$ cat src/rtl/mdu_pkg.sv
// Shared definitions for the iterative multiply/divide unit: op codes, FSM
// encoding and operand-sign helpers used by the execute-stage decode.
package mdu_pkg;

    localparam int unsigned OP_W = 3;

    localparam logic [OP_W-1:0] MDU_MUL    = 3'd0;
    localparam logic [OP_W-1:0] MDU_MULH   = 3'd1;
    localparam logic [OP_W-1:0] MDU_MULHSU = 3'd2;
    localparam logic [OP_W-1:0] MDU_MULHU  = 3'd3;
    localparam logic [OP_W-1:0] MDU_DIV    = 3'd4;
    localparam logic [OP_W-1:0] MDU_DIVU   = 3'd5;
    localparam logic [OP_W-1:0] MDU_REM    = 3'd6;
    localparam logic [OP_W-1:0] MDU_REMU   = 3'd7;

    typedef enum logic [1:0] {
        IDLE = 2'd0,
        CALC = 2'd1,
        FIN  = 2'd2
    } mdu_state_t;

    function automatic logic op_is_div(input logic [OP_W-1:0] op);
        return op[2];
    endfunction

    function automatic logic op_is_signed_a(input logic [OP_W-1:0] op);
        return (op == MDU_MUL) || (op == MDU_MULH) || (op == MDU_MULHSU) ||
               (op == MDU_DIV) || (op == MDU_REM);
    endfunction

    function automatic logic op_is_signed_b(input logic [OP_W-1:0] op);
        return (op == MDU_MUL) || (op == MDU_MULH) ||
               (op == MDU_DIV) || (op == MDU_REM);
    endfunction

endpackage

$ cat src/rtl/mdu_div_step.sv
// One restoring-division iteration: shift in the next dividend bit and
// subtract the divisor when it fits.
module mdu_div_step #(
    parameter int unsigned WIDTH = 32
) (
    input  logic [WIDTH-1:0] rem,
    input  logic             dvd_bit,
    input  logic [WIDTH-1:0] divisor,
    output logic [WIDTH-1:0] rem_next,
    output logic             q_bit
);

    logic [WIDTH:0] shifted;
    logic [WIDTH:0] diff;

    always_comb begin
        shifted  = {rem, dvd_bit};
        diff     = shifted - {1'b0, divisor};
        q_bit    = (shifted >= {1'b0, divisor});
        rem_next = q_bit ? diff[WIDTH-1:0] : shifted[WIDTH-1:0];
    end

endmodule

$ cat src/rtl/mdu_iter.sv
// Iterative RV32M multiply/divide unit, one radix-2 step per cycle.
// Optional MDU_EARLY_OUT_EN: zero operands skip the iteration phase.
module mdu_iter
    import mdu_pkg::*;
#(
    parameter  int unsigned WIDTH = 32,
    localparam int unsigned CNT_W = $clog2(WIDTH + 1)
) (
    input  logic             clk,
    input  logic             rst,
    input  logic             start,
    input  logic [2:0]       op,
    input  logic [WIDTH-1:0] a,
    input  logic [WIDTH-1:0] b,
    input  logic             flush,
    output logic             busy,
    output logic             done,
    output logic [WIDTH-1:0] result,
    output logic             zero
);

    localparam int unsigned PW = 2 * WIDTH;

    mdu_state_t       state_q, state_d;
    logic [CNT_W-1:0] cnt_q;
    logic [2:0]       op_q;
    logic [WIDTH-1:0] a_q;
    logic [WIDTH-1:0] opd_q;
    logic [WIDTH-1:0] hi_q, lo_q;
    logic             neg_q, sa_q, bz_q;
    logic             busy_q, done_q;
    logic [WIDTH-1:0] result_q;

    logic             sa, sb;
    logic [WIDTH-1:0] mag_a, mag_b;
    logic [WIDTH:0]   mul_sum;
    logic [WIDTH-1:0] div_rem;
    logic             div_qbit;
    logic [WIDTH-1:0] hi_n, lo_n;
    logic [PW-1:0]    prod, prod_s;
    logic [WIDTH-1:0] quo, remd;
    logic [WIDTH-1:0] final_res;
    logic             last_step;

    // Operand sign flags and magnitudes at accept time
    always_comb begin
        sa    = op_is_signed_a(op) & a[WIDTH-1];
        sb    = op_is_signed_b(op) & b[WIDTH-1];
        mag_a = sa ? (~a + WIDTH'(1)) : a;
        mag_b = sb ? (~b + WIDTH'(1)) : b;
    end

    mdu_div_step #(.WIDTH(WIDTH)) u_div_step (
        .rem      (hi_q),
        .dvd_bit  (lo_q[WIDTH-1]),
        .divisor  (opd_q),
        .rem_next (div_rem),
        .q_bit    (div_qbit)
    );

    // Shared hi/lo datapath: product accumulator or remainder/quotient
    always_comb begin
        mul_sum = {1'b0, hi_q} + (lo_q[0] ? {1'b0, opd_q} : '0);
        if (op_is_div(op_q)) begin
            hi_n = div_rem;
            lo_n = {lo_q[WIDTH-2:0], div_qbit};
        end else begin
            hi_n = mul_sum[WIDTH:1];
            lo_n = {mul_sum[0], lo_q[WIDTH-1:1]};
        end
    end

    // Sign correction and divide-by-zero override on the final step's values
    always_comb begin
        prod      = {hi_n, lo_n};
        prod_s    = neg_q ? (~prod + PW'(1)) : prod;
        quo       = neg_q ? (~lo_n + WIDTH'(1)) : lo_n;
        remd      = sa_q ? (~hi_n + WIDTH'(1)) : hi_n;
        final_res = '0;
        case (op_q)
            MDU_MUL:                         final_res = prod_s[WIDTH-1:0];
            MDU_MULH, MDU_MULHSU, MDU_MULHU: final_res = prod_s[PW-1:WIDTH];
            MDU_DIV, MDU_DIVU:               final_res = bz_q ? '1 : quo;
            default:                         final_res = bz_q ? a_q : remd;
        endcase
    end

`ifdef MDU_EARLY_OUT_EN
    logic             early;
    logic [WIDTH-1:0] early_res;

    // A zero operand gives a product/quotient/remainder of zero unless b==0 on a divide
    always_comb begin
        early     = (a == '0) || (b == '0);
        early_res = '0;
        if (op_is_div(op_q) && bz_q)
            early_res = op_q[1] ? a_q : '1;
    end
`endif

    assign last_step = (state_q == CALC) && (cnt_q == '0);

    always_ff @(posedge clk) begin
        if (rst) state_q <= IDLE;
        else     state_q <= state_d;
    end

    always_comb begin
        state_d = state_q;
        case (state_q)
            IDLE: begin
`ifdef MDU_EARLY_OUT_EN
                if (start) state_d = early ? FIN : CALC;
`else
                if (start) state_d = CALC;
`endif
            end
            CALC: if (cnt_q == '0) state_d = FIN;
            FIN: begin
`ifdef MDU_EARLY_OUT_EN
                // Early-out entry spends one FIN cycle writing the result
                if (done_q) state_d = IDLE;
`else
                state_d = IDLE;
`endif
            end
            default: state_d = IDLE;
        endcase
        if (flush) state_d = IDLE;
    end

    always_ff @(posedge clk) begin
        if (rst) begin
            cnt_q <= '0;
            op_q  <= '0;
            a_q   <= '0;
            opd_q <= '0;
            hi_q  <= '0;
            lo_q  <= '0;
            neg_q <= 1'b0;
            sa_q  <= 1'b0;
            bz_q  <= 1'b0;
        end else if (state_q == IDLE) begin
            if (start && !flush) begin
                op_q  <= op;
                a_q   <= a;
                neg_q <= sa ^ sb;
                sa_q  <= sa;
                bz_q  <= (b == '0);
                cnt_q <= CNT_W'(WIDTH - 1);
                hi_q  <= '0;
                lo_q  <= op_is_div(op) ? mag_a : mag_b;
                opd_q <= op_is_div(op) ? mag_b : mag_a;
            end
        end else if (state_q == CALC) begin
            hi_q <= hi_n;
            lo_q <= lo_n;
            if (cnt_q != '0) cnt_q <= cnt_q - CNT_W'(1);
        end
    end

    // Registered handshake and result; flush suppresses completion
    always_ff @(posedge clk) begin
        if (rst) begin
            busy_q   <= 1'b0;
            done_q   <= 1'b0;
            result_q <= '0;
        end else begin
            busy_q <= (state_d != IDLE);
            done_q <= 1'b0;
            if (last_step && !flush) begin
                result_q <= final_res;
                done_q   <= 1'b1;
            end
`ifdef MDU_EARLY_OUT_EN
            if ((state_q == FIN) && !done_q && !flush) begin
                result_q <= early_res;
                done_q   <= 1'b1;
            end
`endif
        end
    end

    assign busy   = busy_q;
    assign done   = done_q;
    assign result = result_q;
    assign zero   = (result_q == '0);

endmodule

$ cat config.mk
export PLATFORM = sky130hd
export DESIGN_NAME = mdu_iter
export DESIGN_NICKNAME = d
export VERILOG_FILES = /design/src/rtl/mdu_pkg.sv /design/src/rtl/mdu_div_step.sv /design/src/rtl/mdu_iter.sv
export SDC_FILE = /design/constraint.sdc
export NUM_CORES = 1
export LEC_CHECK = 0
export BUFFER_PORTS_ARGS = -buffer_cell sky130_fd_sc_hd__buf_2
export CELL_PAD_IN_SITES_DETAIL_PLACEMENT = 0
export CELL_PAD_IN_SITES_GLOBAL_PLACEMENT = 1
export CORE_ASPECT_RATIO = 2
export CORE_UTILIZATION = 47
export CTS_BUF_LIST = sky130_fd_sc_hd__clkbuf_8
export DETAILED_ROUTE_END_ITERATION = 6
export PLACE_DENSITY = 0.95
export SLEW_MARGIN = 25
export SYNTH_ARGS = -nofsm -noshare
export SYNTH_HDL_FRONTEND = slang
export SYNTH_HIERARCHICAL = 1
export SYNTH_SLANG_ARGS = --single-unit
export TNS_END_PERCENT = 100
$ cat constraint.sdc
create_clock -name clk -period 7.5 [get_ports clk]
set_clock_uncertainty 0.1 [all_clocks]
set_input_delay 1.125 -clock clk [delete_from_list [all_inputs] [get_ports clk]]
set_output_delay 1.125 -clock clk [all_outputs]
set_load 0.03 [all_outputs]
# [Word-level counts from Yosys, hierarchy flattened]
# Cells that the tools add are included.
[op_classes] n_addsub=8 magnitude_cmp=1 n_eq_ne=11 n_mux=29 n_bitwise=8 reduce_logical=25
[op_table] cell="$mux W32" count=18
[op_table] cell="$add A32 B1 Y32 const B" count=4
[op_table] cell="$not A32 Y32" count=4
[op_table] cell="$pmux W32 S3" count=1
[op_table] cell="$add A64 B1 Y64 const B" count=1
[op_table] cell="$logic_not A32 Y1" count=2
[op_table] cell="$mux W64" count=1
[op_table] cell="$not A64 Y64" count=1
[op_table] cell="$add A32 B32 Y33" count=1
[op_table] cell="$ge A33 B32 Y1" count=1
[op_table] cell="$sub A32 B32 Y32" count=1
[op_table] cell="$mux W6" count=4
[op_table] cell="$eq A3 B3 Y1 const B" count=4
[op_table] cell="$eq A3 B2 Y1 const B" count=3
[op_table] cell="$eq A3 B1 Y1 const B" count=2
[op_table] cell="$logic_not A3 Y1" count=2
[op_table] cell="$logic_not A6 Y1" count=1
[op_table] cell="$logic_or A1 B1 Y1" count=6
[op_table] cell="$mux W2" count=3
[op_table] cell="$reduce_bool A2 Y1" count=3
[op_table] cell="$reduce_bool A6 Y1" count=1
[op_table] cell="$sub A6 B1 Y6 const B" count=1
[op_table] cell="$pmux W2 S2" count=1
[op_table] cell="$reduce_and A2 Y1" count=2
[op_table] cell="11 further kinds" count=14
[totals] regBits=176 in_bits=71 output_inout_bits=35

# [Depth between registers and ports, before layout]
# Gate-level depths: netlist of run 1.
[logic_depth] ltp_word=10 mapped_depth=26

# [Modules after synthesis]
# Netlist of run 1, hierarchy kept.
[by_module_without_submodules] mod="mdu_iter" n_inst=1 cells_per_inst=2078 area_each_um2=14561.5 seq_area_each_um2=3523.4
[by_module_without_submodules] mod="mdu_div_step" n_inst=1 cells_per_inst=323 area_each_um2=2331.0 seq_area_each_um2=0.0

# [Worst setup path before layout of run 1]
# No wires, ideal clock.
[synth_path] path_kind="flip-flop to flip-flop" start="reg opd_q[10]" end="reg result_q[31], in the netlist result[31]" setup_ps=124 t_arrival_ps=5454 required_time_ps=7276 path_slack_ps=1821 path_stages_with_launch=25 n_path_buf=2 path_cell_list="dfxtp_1 > inv_1 > ha_1 > clkbuf_1 > nand4_1 > nor3_1 > o211ai_1 > nor4b_4 > o21ai_2 > a31oi_4 > o21a_4 > inv_2 > buf_6 > mux2_2 > a221o_1 > a311o_2 > nor3b_4 > nand4b_2 > or4_1 > and4bb_1 > nand4_2 > o41ai_2 > xnor2_1 > a221oi_2 > a21oi_1"
[synth_via] elab_chain_len=8
[synth_rtl] item="from (decl)" line_no="mdu_iter.sv:28" text="logic [WIDTH-1:0] opd_q;"
[synth_rtl] item="from (signal assigned)" line_no="mdu_iter.sv:153" text="opd_q <= op_is_div(op) ? mag_b : mag_a;"
[synth_rtl] item="$ge A33 B32 Y1 (*)" line_no="mdu_div_step.sv:19" text="q_bit = (shifted >= {1'b0, divisor});"
[synth_rtl] item="$mux W32 (*)" line_no="mdu_div_step.sv:20" text="rem_next = q_bit ? diff[WIDTH-1:0] : shifted[WIDTH-1:0];"
[synth_rtl] item="via div_rem[3]" line_no="mdu_iter.sv:37" text="logic [WIDTH-1:0] div_rem;"
[synth_rtl] item="$mux W32 (*)" line_no="mdu_iter.sv:64" text="if (op_is_div(op_q)) begin"
[synth_rtl] item="$not A32 Y32" line_no="mdu_iter.sv:78" text="remd = sa_q ? (~hi_n + WIDTH'(1)) : hi_n;"
[synth_rtl] item="$add A32 B1 Y32" line_no="mdu_iter.sv:78"
[synth_rtl] item="$mux W32" line_no="mdu_iter.sv:78"
[synth_rtl] item="$mux W32" line_no="mdu_iter.sv:84" text="default: final_res = bz_q ? a_q : remd;"
[synth_rtl] item="$pmux W32 S3 (*)" line_no="mdu_iter.sv:80" text="case (op_q)"
[synth_rtl] item="to (signal assigned)" line_no="mdu_iter.sv:172" text="result_q <= final_res;"
[synth_rtl] item="to (decl)" line_no="mdu_iter.sv:32" text="logic [WIDTH-1:0] result_q;"
# The timed path passes the listed nets; every way through them passes the cells marked *.
# A chain may end at the register's enable or synchronous reset.

# [Final worst setup path of run 1]
[layout_path] start="reg opd_q[10]" end="reg result_q[26], in the netlist result[26]"
[layout_via] elab_chain_len=8
[layout_rtl] item="$ge A33 B32 Y1 (*)" line_no="mdu_div_step.sv:19"
[layout_rtl] item="via div_qbit" line_no="mdu_iter.sv:38" text="logic div_qbit;"
[layout_rtl] item="$mux W32 (*)" line_no="mdu_div_step.sv:20"
[layout_rtl] item="via div_rem[3]" line_no="mdu_iter.sv:37"
[layout_rtl] item="$mux W32 (*)" line_no="mdu_iter.sv:64"
[layout_rtl] item="$not A32 Y32" line_no="mdu_iter.sv:78"
[layout_rtl] item="$add A32 B1 Y32" line_no="mdu_iter.sv:78"
[layout_rtl] item="$mux W32" line_no="mdu_iter.sv:78"
[layout_rtl] item="$mux W32" line_no="mdu_iter.sv:84"
[layout_rtl] item="$pmux W32 S3 (*)" line_no="mdu_iter.sv:80"
# Marked as above.

==> run metrics, run 1 <==
area of the core=35200 um^2; Fillers=3562; synth cell count leaders=nand2_1, a21oi_1, nor2_1; sw frac=43.4%; Pleak=7.16 nW; Slew headroom=25.0%; top-area cell type share of the netlist area=20.9%; vias per inst=6.60; post-route insts no fill=2867; die height=270 um; GRT Overall Usage=40.3%; final clock period utilization by the worst path=88.3%; status=finished, final reports clean; Initial Utilization=48.0%; total power=2.88 mW; synth-to-layout area growth=6.86%; worst IR drop on VDD=0.000119 V; Total Wirelength=73500 um; Seq/Total Area, Yosys=20.9%; total grt overflow=0; syn_nets=2543; TritonCTS Buffers=17; Die ar.=36700 um^2; Max Fanout on Critical Path=11; register area=3530 um^2; Main synth FF type=dfxtp_1; multi-input logic area=12500 um^2; first-pass GRT wire length=109000 um; Synth area leader=dfxtp_1; Synth Register Bits=176; Crit path required time=7.88 ns; Site Rows=97; share of cells above drive strength 1=11.1%; top post-synthesis cells by area=dfxtp_1, a21oi_1, nand2_1; antenna violations before repair=3; DRC viols=0; cts hold-fix bufs=0; Worst-Skew Late Latency=0.55 ns; Internal Power=1.63 mW; dpl hpwl=56700 um; f_max=151 MHz; Synth Instances=2401; first drt pass iteration count=7; TritonCTS sink count=176; synth unique cells=97; Ports=106; Ys Warns=6; type of origin of the critical path=flop; Post-synth EDFFs=0; htree depth=4; Post-Synthesis Cell Area=16900 um^2; Post-synth ARST share=0%; number of global-route vias before repair=18.1k; routed len/inst=25.6 um; Port Buffers=105; Final Setup Violations=0; P per Cell Area=160 nW/um^2; final hold violation count=0; post-layout net count=2549; Die W=136 um; RePlAce Congestion=1.02; Clk Tree Root Cell=clkbuf_8; Mean Syn Cell Area=7.04 um^2; pin count of the biggest net entering global routing=93; P_sw=1.25 mW; Hold WC Path Type=reg -> reg; Slew Limit Fails=0; post-route minimum period=6.63 ns; CTS tree=done; Clock Power Share=23.3%; Worst Tran Pin Value=1.12 ns; vias=18.9k; Crit Path Category=reg -> reg; RSZ-0062 raised after global routing=false; Seq pwr share=36.5%; Setup TNS Final=0 ns; post-cts gate resize count=0; DP Cell Count=2832; CP Capture Type=flop; setup bufs post-CTS=0; count leader, synth=nand2_1; Max Root-Sink Buffers=2; combinational power share=40.2%; ANT nets after route=0; DR iter-0 viols=1715; Worst EP arrival=7.00 ns; clk slew on worst S/H paths=0.11 ns; Max-cap violations=0
## power groups by stage
stage	clock [mW]	combinational [mW]	sequential [mW]
after global placement	0	1.09	1.07
after floorplan	0	0.759	1.06
after detailed placement	0	1.10	1.07
final	0.673	1.16	1.05
after CTS	0.677	1.11	1.05
after global routing	0.709	1.23	1.06
## stage by stage
| step | hold slack (ns) | instance area, um^2 | utilization [%] | worst slack (ns) |
|---|---|---|---|---|
| 3_5_place_dp | 0.348 | 17700 | 50.2 | 0.972 |
| 6_report | 0.364 | 18100 | 51.3 | 0.874 |
| 2_1_floorplan | 0.331 | 16900 | - | 1.82 |
| 3_3_place_gp | 0.342 | 17700 | 50.2 | 1.16 |
| 4_1_cts | 0.363 | 18000 | 51.2 | 0.945 |
| 5_1_grt | 0.387 | 18000 | 51.3 | 0.467 |
## cell families after synthesis
kind of cell / Yosys count / synth area share [%]
XOR/XNOR: 176 / 9.13
flip-flops: 176 / 20.9
AND/OR/NAND/NOR: 886 / 24.5
multiplexers: 93 / 6.01
AO/OA/AOI/OAI: 761 / 28.5
adder cells (fa/ha/maj): 71 / 5.35
buffers and inverters: 238 / 5.61
## worst max-delay path: stages, from the launching register on
cell and delay, ns:
dfxtp_1 0.36, inv_1 0.05, ha_1 0.40, nand4_1 0.22
nor3_1 0.42, o211ai_1 0.19, nor4b_4 0.19, o21ai_2 0.17
a31oi_4 0.13, o21a_4 0.27, inv_2 0.22, mux2_2 0.37
a221o_1 0.35, a311o_2 0.45, nor3b_4 0.35, nand3_1 0.36
nor4_2 0.58, o211ai_1 0.45, or4_1 0.57, o31ai_1 0.08
a21oi_1 0.11, o22ai_1 0.16
## registers in the layout, summed over array words and instances (netlist names)
signal / cells
lo_q: 32
sa_q: 1
bz_q: 1
neg_q: 1
opd_q: 32
state_q: 2
a_q: 32
op_q: 3
done: 1
result: 32
cnt_q: 6
hi_q: 32
busy: 1
## path summary, 6_finish.rpt
kind	slack, ns	from	endpoint	cells past startpoint
setup / recovery	0.87	opd_q[10]	result[26]	21
hold / removal	0.36	a_q[23]	a_q[23]	2
setup reg to reg	0.87	opd_q[10]	result[26]	21
hold reg to reg	0.36	a_q[23]	a_q[23]	2
## layout make-up
type                            instances  share of cell area [%]
Tap cell                              445                    3.08
Clock buffer                           18                    1.37
Inverter                               78                    1.62
Multi-Input combinational cell       1987                    69.0
Clock inverter                         13                   0.672
Timing Repair Buffer                  147                    4.67
Antenna cell                            3                  0.0416
Sequential cell                       176                    19.5
## routing by layer
layer / track usage, % / vias up / share of wire, %
li1: - / 8676 / -
met1: 39.2 / 8911 / 33
met2: 67.7 / 985 / 49
met3: 7.98 / 360 / 6.3
met4: 41.9 / 2 / 12
met5: 0 / - / 0.015
## cell usage in the layout, fill, tap and decap left out, types with 22 or more instances in the layout
cell type	n
a211oi_1	34
a21oi_1	251
a221oi_1	23
a31oi_1	31
and2_1	47
buf_2	104
buf_4	42
dfxtp_1	175
ha_1	69
inv_1	73
mux2_2	31
mux2i_1	53
nand2_1	307
nand3_1	38
nand4_1	22
nor2_1	242
nor3_1	82
nor4_1	22
o211ai_1	45
o21ai_0	172
o31ai_1	25
xnor2_1	108
xor2_1	68
Power figures use the tool's default switching activity.
==> run 2: changes to the inputs <==
CORE_ASPECT_RATIO = 0.5   (was 2)
==> run 2 against run 1 <==
- the run now ends with DRC left
- first-iteration DRC count is 31% higher
- die area is the same
- setup slack gained 0.059 ns
- worst hold slack worse by 0.0058 ns
- critical path type unchanged
- largest cell class unchanged
- highest routed layer is now met4
==> run metrics, run 2 (same netlist as run 1, synthesis figures left out) <==
hold_ws=0.358 ns (-0.00577 ns); setup bufs post-CTS=0 (unchanged); Seq pwr share=36.8% (+0.3 points); Ports=106 (unchanged); post-route minimum period=6.57 ns (-0.0593 ns); pre-CTS setup slack=1.12 ns (+0.152 ns); final clock period utilization by the worst path=87.6% (-0.79 points); clk slew on worst S/H paths=0.11 ns (about the same); CP dominant cell by count=o211ai_1; commonest non-fill, non-tap cell in the layout=nand2_1; share of cells above drive strength 1=11.1% (unchanged); Slew Limit Fails=0 (unchanged); Setup WS post-layout=0.933 ns (+0.0593 ns); Initial Utilization=48.3% (+0.33 points); Clock Power Share=25.1% (+1.8 points); antenna violations before repair=3 (unchanged); sw frac=41.5% (-1.9 points); Crit Path Category=reg -> reg; vias=18.4k (-2.7%); DP Cell Count=2862 (+1.1%); cts hold-fix bufs=0 (unchanged); dpl hpwl=48400 um (-15%); Pleak=7.16 nW (about the same); vias per inst=6.36 (-3.7%); combinational power share=38.0% (-2.2 points); Top Metal Used=met4; Worst EP arrival=6.92 ns (-0.08 ns); pin count of the biggest net entering global routing=73 (-22%); Port Buffers=105 (unchanged); die height=136 um (-50%); synth-to-layout area growth=7.33%; TritonCTS sink count=176 (unchanged); Max-cap violations=0 (unchanged); GRT Overall Usage=34.4% (-5.8 points); CP cell instances=inv_1, ha_1, nand4_1, nor3_1, o211ai_1, nor4b_4, o21ai_2, a31oi_4, o21a_4, inv_2, mux2_2, a221o_1, a311o_2, nor3b_4, nand3_1, buf_4, nor4_2, o211ai_1, or4_1, o31ai_1, a21oi_1, o22ai_1; met1 WL=28400 um (+17%); TritonCTS Buffers=17 (unchanged); Slew headroom=26.2% (+1.2 points); DRC viols=2 (+2); type of origin of the critical path=flop; failing checks=DRC; Crit path required time=7.86 ns (-0.02 ns); Internal Power=1.68 mW (+2.8%); status=finished with violations; max incr delay on CP=0.58 ns (about the same); WL met2=25400 um (-29%); Final Setup Violations=0 (unchanged); RSZ-0062 raised after global routing=false; area of the core=35000 um^2 (-0.69%); Setup TNS Final=0 ns (unchanged); Die W=270 um (+99%); total power=2.87 mW (-0.62%); CP max-delay cell=or4_1; first-pass GRT wire length=97500 um (-11%); P per Cell Area=158 nW/um^2 (-1.1%); Hold WC Path Type=reg -> reg; CTS tree=done; worst IR drop on VDD=0.000104 V (-13%); routed len/inst=22.1 um (-14%); post-layout net count=2548 (-0.039%); P_sw=1.19 mW (-5.0%); final hold violation count=0 (unchanged); htree depth=4 (unchanged); Total Wirelength=63900 um (-13%); Worst-Skew Late Latency=0.53 ns (-0.02 ns); CP Capture Type=flop; Worst Tran Pin Value=1.10 ns (-0.0240 ns); Die ar.=36700 um^2 (unchanged); met3 wire length=8260 um (+78%); Clk Tree Root Cell=clkbuf_8; Max Root-Sink Buffers=2 (unchanged); DR iter-0 viols=2246 (+31%); number of global-route vias before repair=16.3k (-9.7%); RePlAce Congestion=0.988 (-3.6%); first drt pass iteration count=7 (unchanged); post-cts gate resize count=0 (unchanged); Max Fanout on Critical Path=12 (+1); ANT nets after route=0 (unchanged); post-route insts no fill=2896 (+1.0%); f_max=152 MHz (+0.90%); total grt overflow=0 (unchanged); Site Rows=48 (-51%); most frequent cells in the layout=nand2_1, a21oi_1, nor2_1, dfxtp_1, o21ai_0
[run 2: worst max-delay path: cells and delay by family, from the launching register on]
| family | cells | cell delay, ns |
|---|---|---|
| simple gates | 7 | 2.33 |
| flops | 1 | 0.36 |
| buf+inv | 3 | 0.53 |
| fa+ha+maj | 1 | 0.40 |
| compound gates | 10 | 2.36 |
| mux | 1 | 0.38 |
[run 2: cell type report]
cell class	count	area, um^2
Clock inverter	13	146
Fill cell	3467	16800
Inverter	78	293
Antenna cell	2	5.00
Sequential cell	176	3530
Clock buffer	19	262
Multi-Input combinational cell	1987	12500
Tap cell	475	594
Timing Repair Buffer	146	848
[run 2: layer usage]
layer / track usage, % / vias to the layer above
met5: 0 / -
met4: 12.1 / 0
met3: 9.59 / 113
met2: 48.8 / 1031
met1: 49.2 / 8611
li1: - / 8660
[run 2: worst paths after layout]
check             startpoint          to  cells after the start  slack, ns
setup reg to reg   opd_q[11]  result[26]                     22       0.93
hold reg to reg      a_q[15]     a_q[15]                      2       0.36
hold / removal       a_q[15]     a_q[15]                      2       0.36
setup / recovery   opd_q[11]  result[26]                     22       0.93
[run 2: per-stage QoR]
stage               util [%]  instance area (um^2)
CTS                     51.9                 18100
global route            51.9                 18100
detailed placement      50.7                 17700
global placement        50.6                 17700
floorplan                  -                 16900
finish                  51.9                 18100
[run 2: power groups by stage]
stage          Clock (mW)  Sequential [mW]  Combinational (mW)
3_3_place_gp            0             1.07                1.04
5_1_grt             0.754             1.06                1.17
4_1_cts             0.719             1.05                1.06
3_5_place_dp            0             1.07                1.05
6_report            0.720             1.06                1.09
2_1_floorplan           0             1.06               0.759
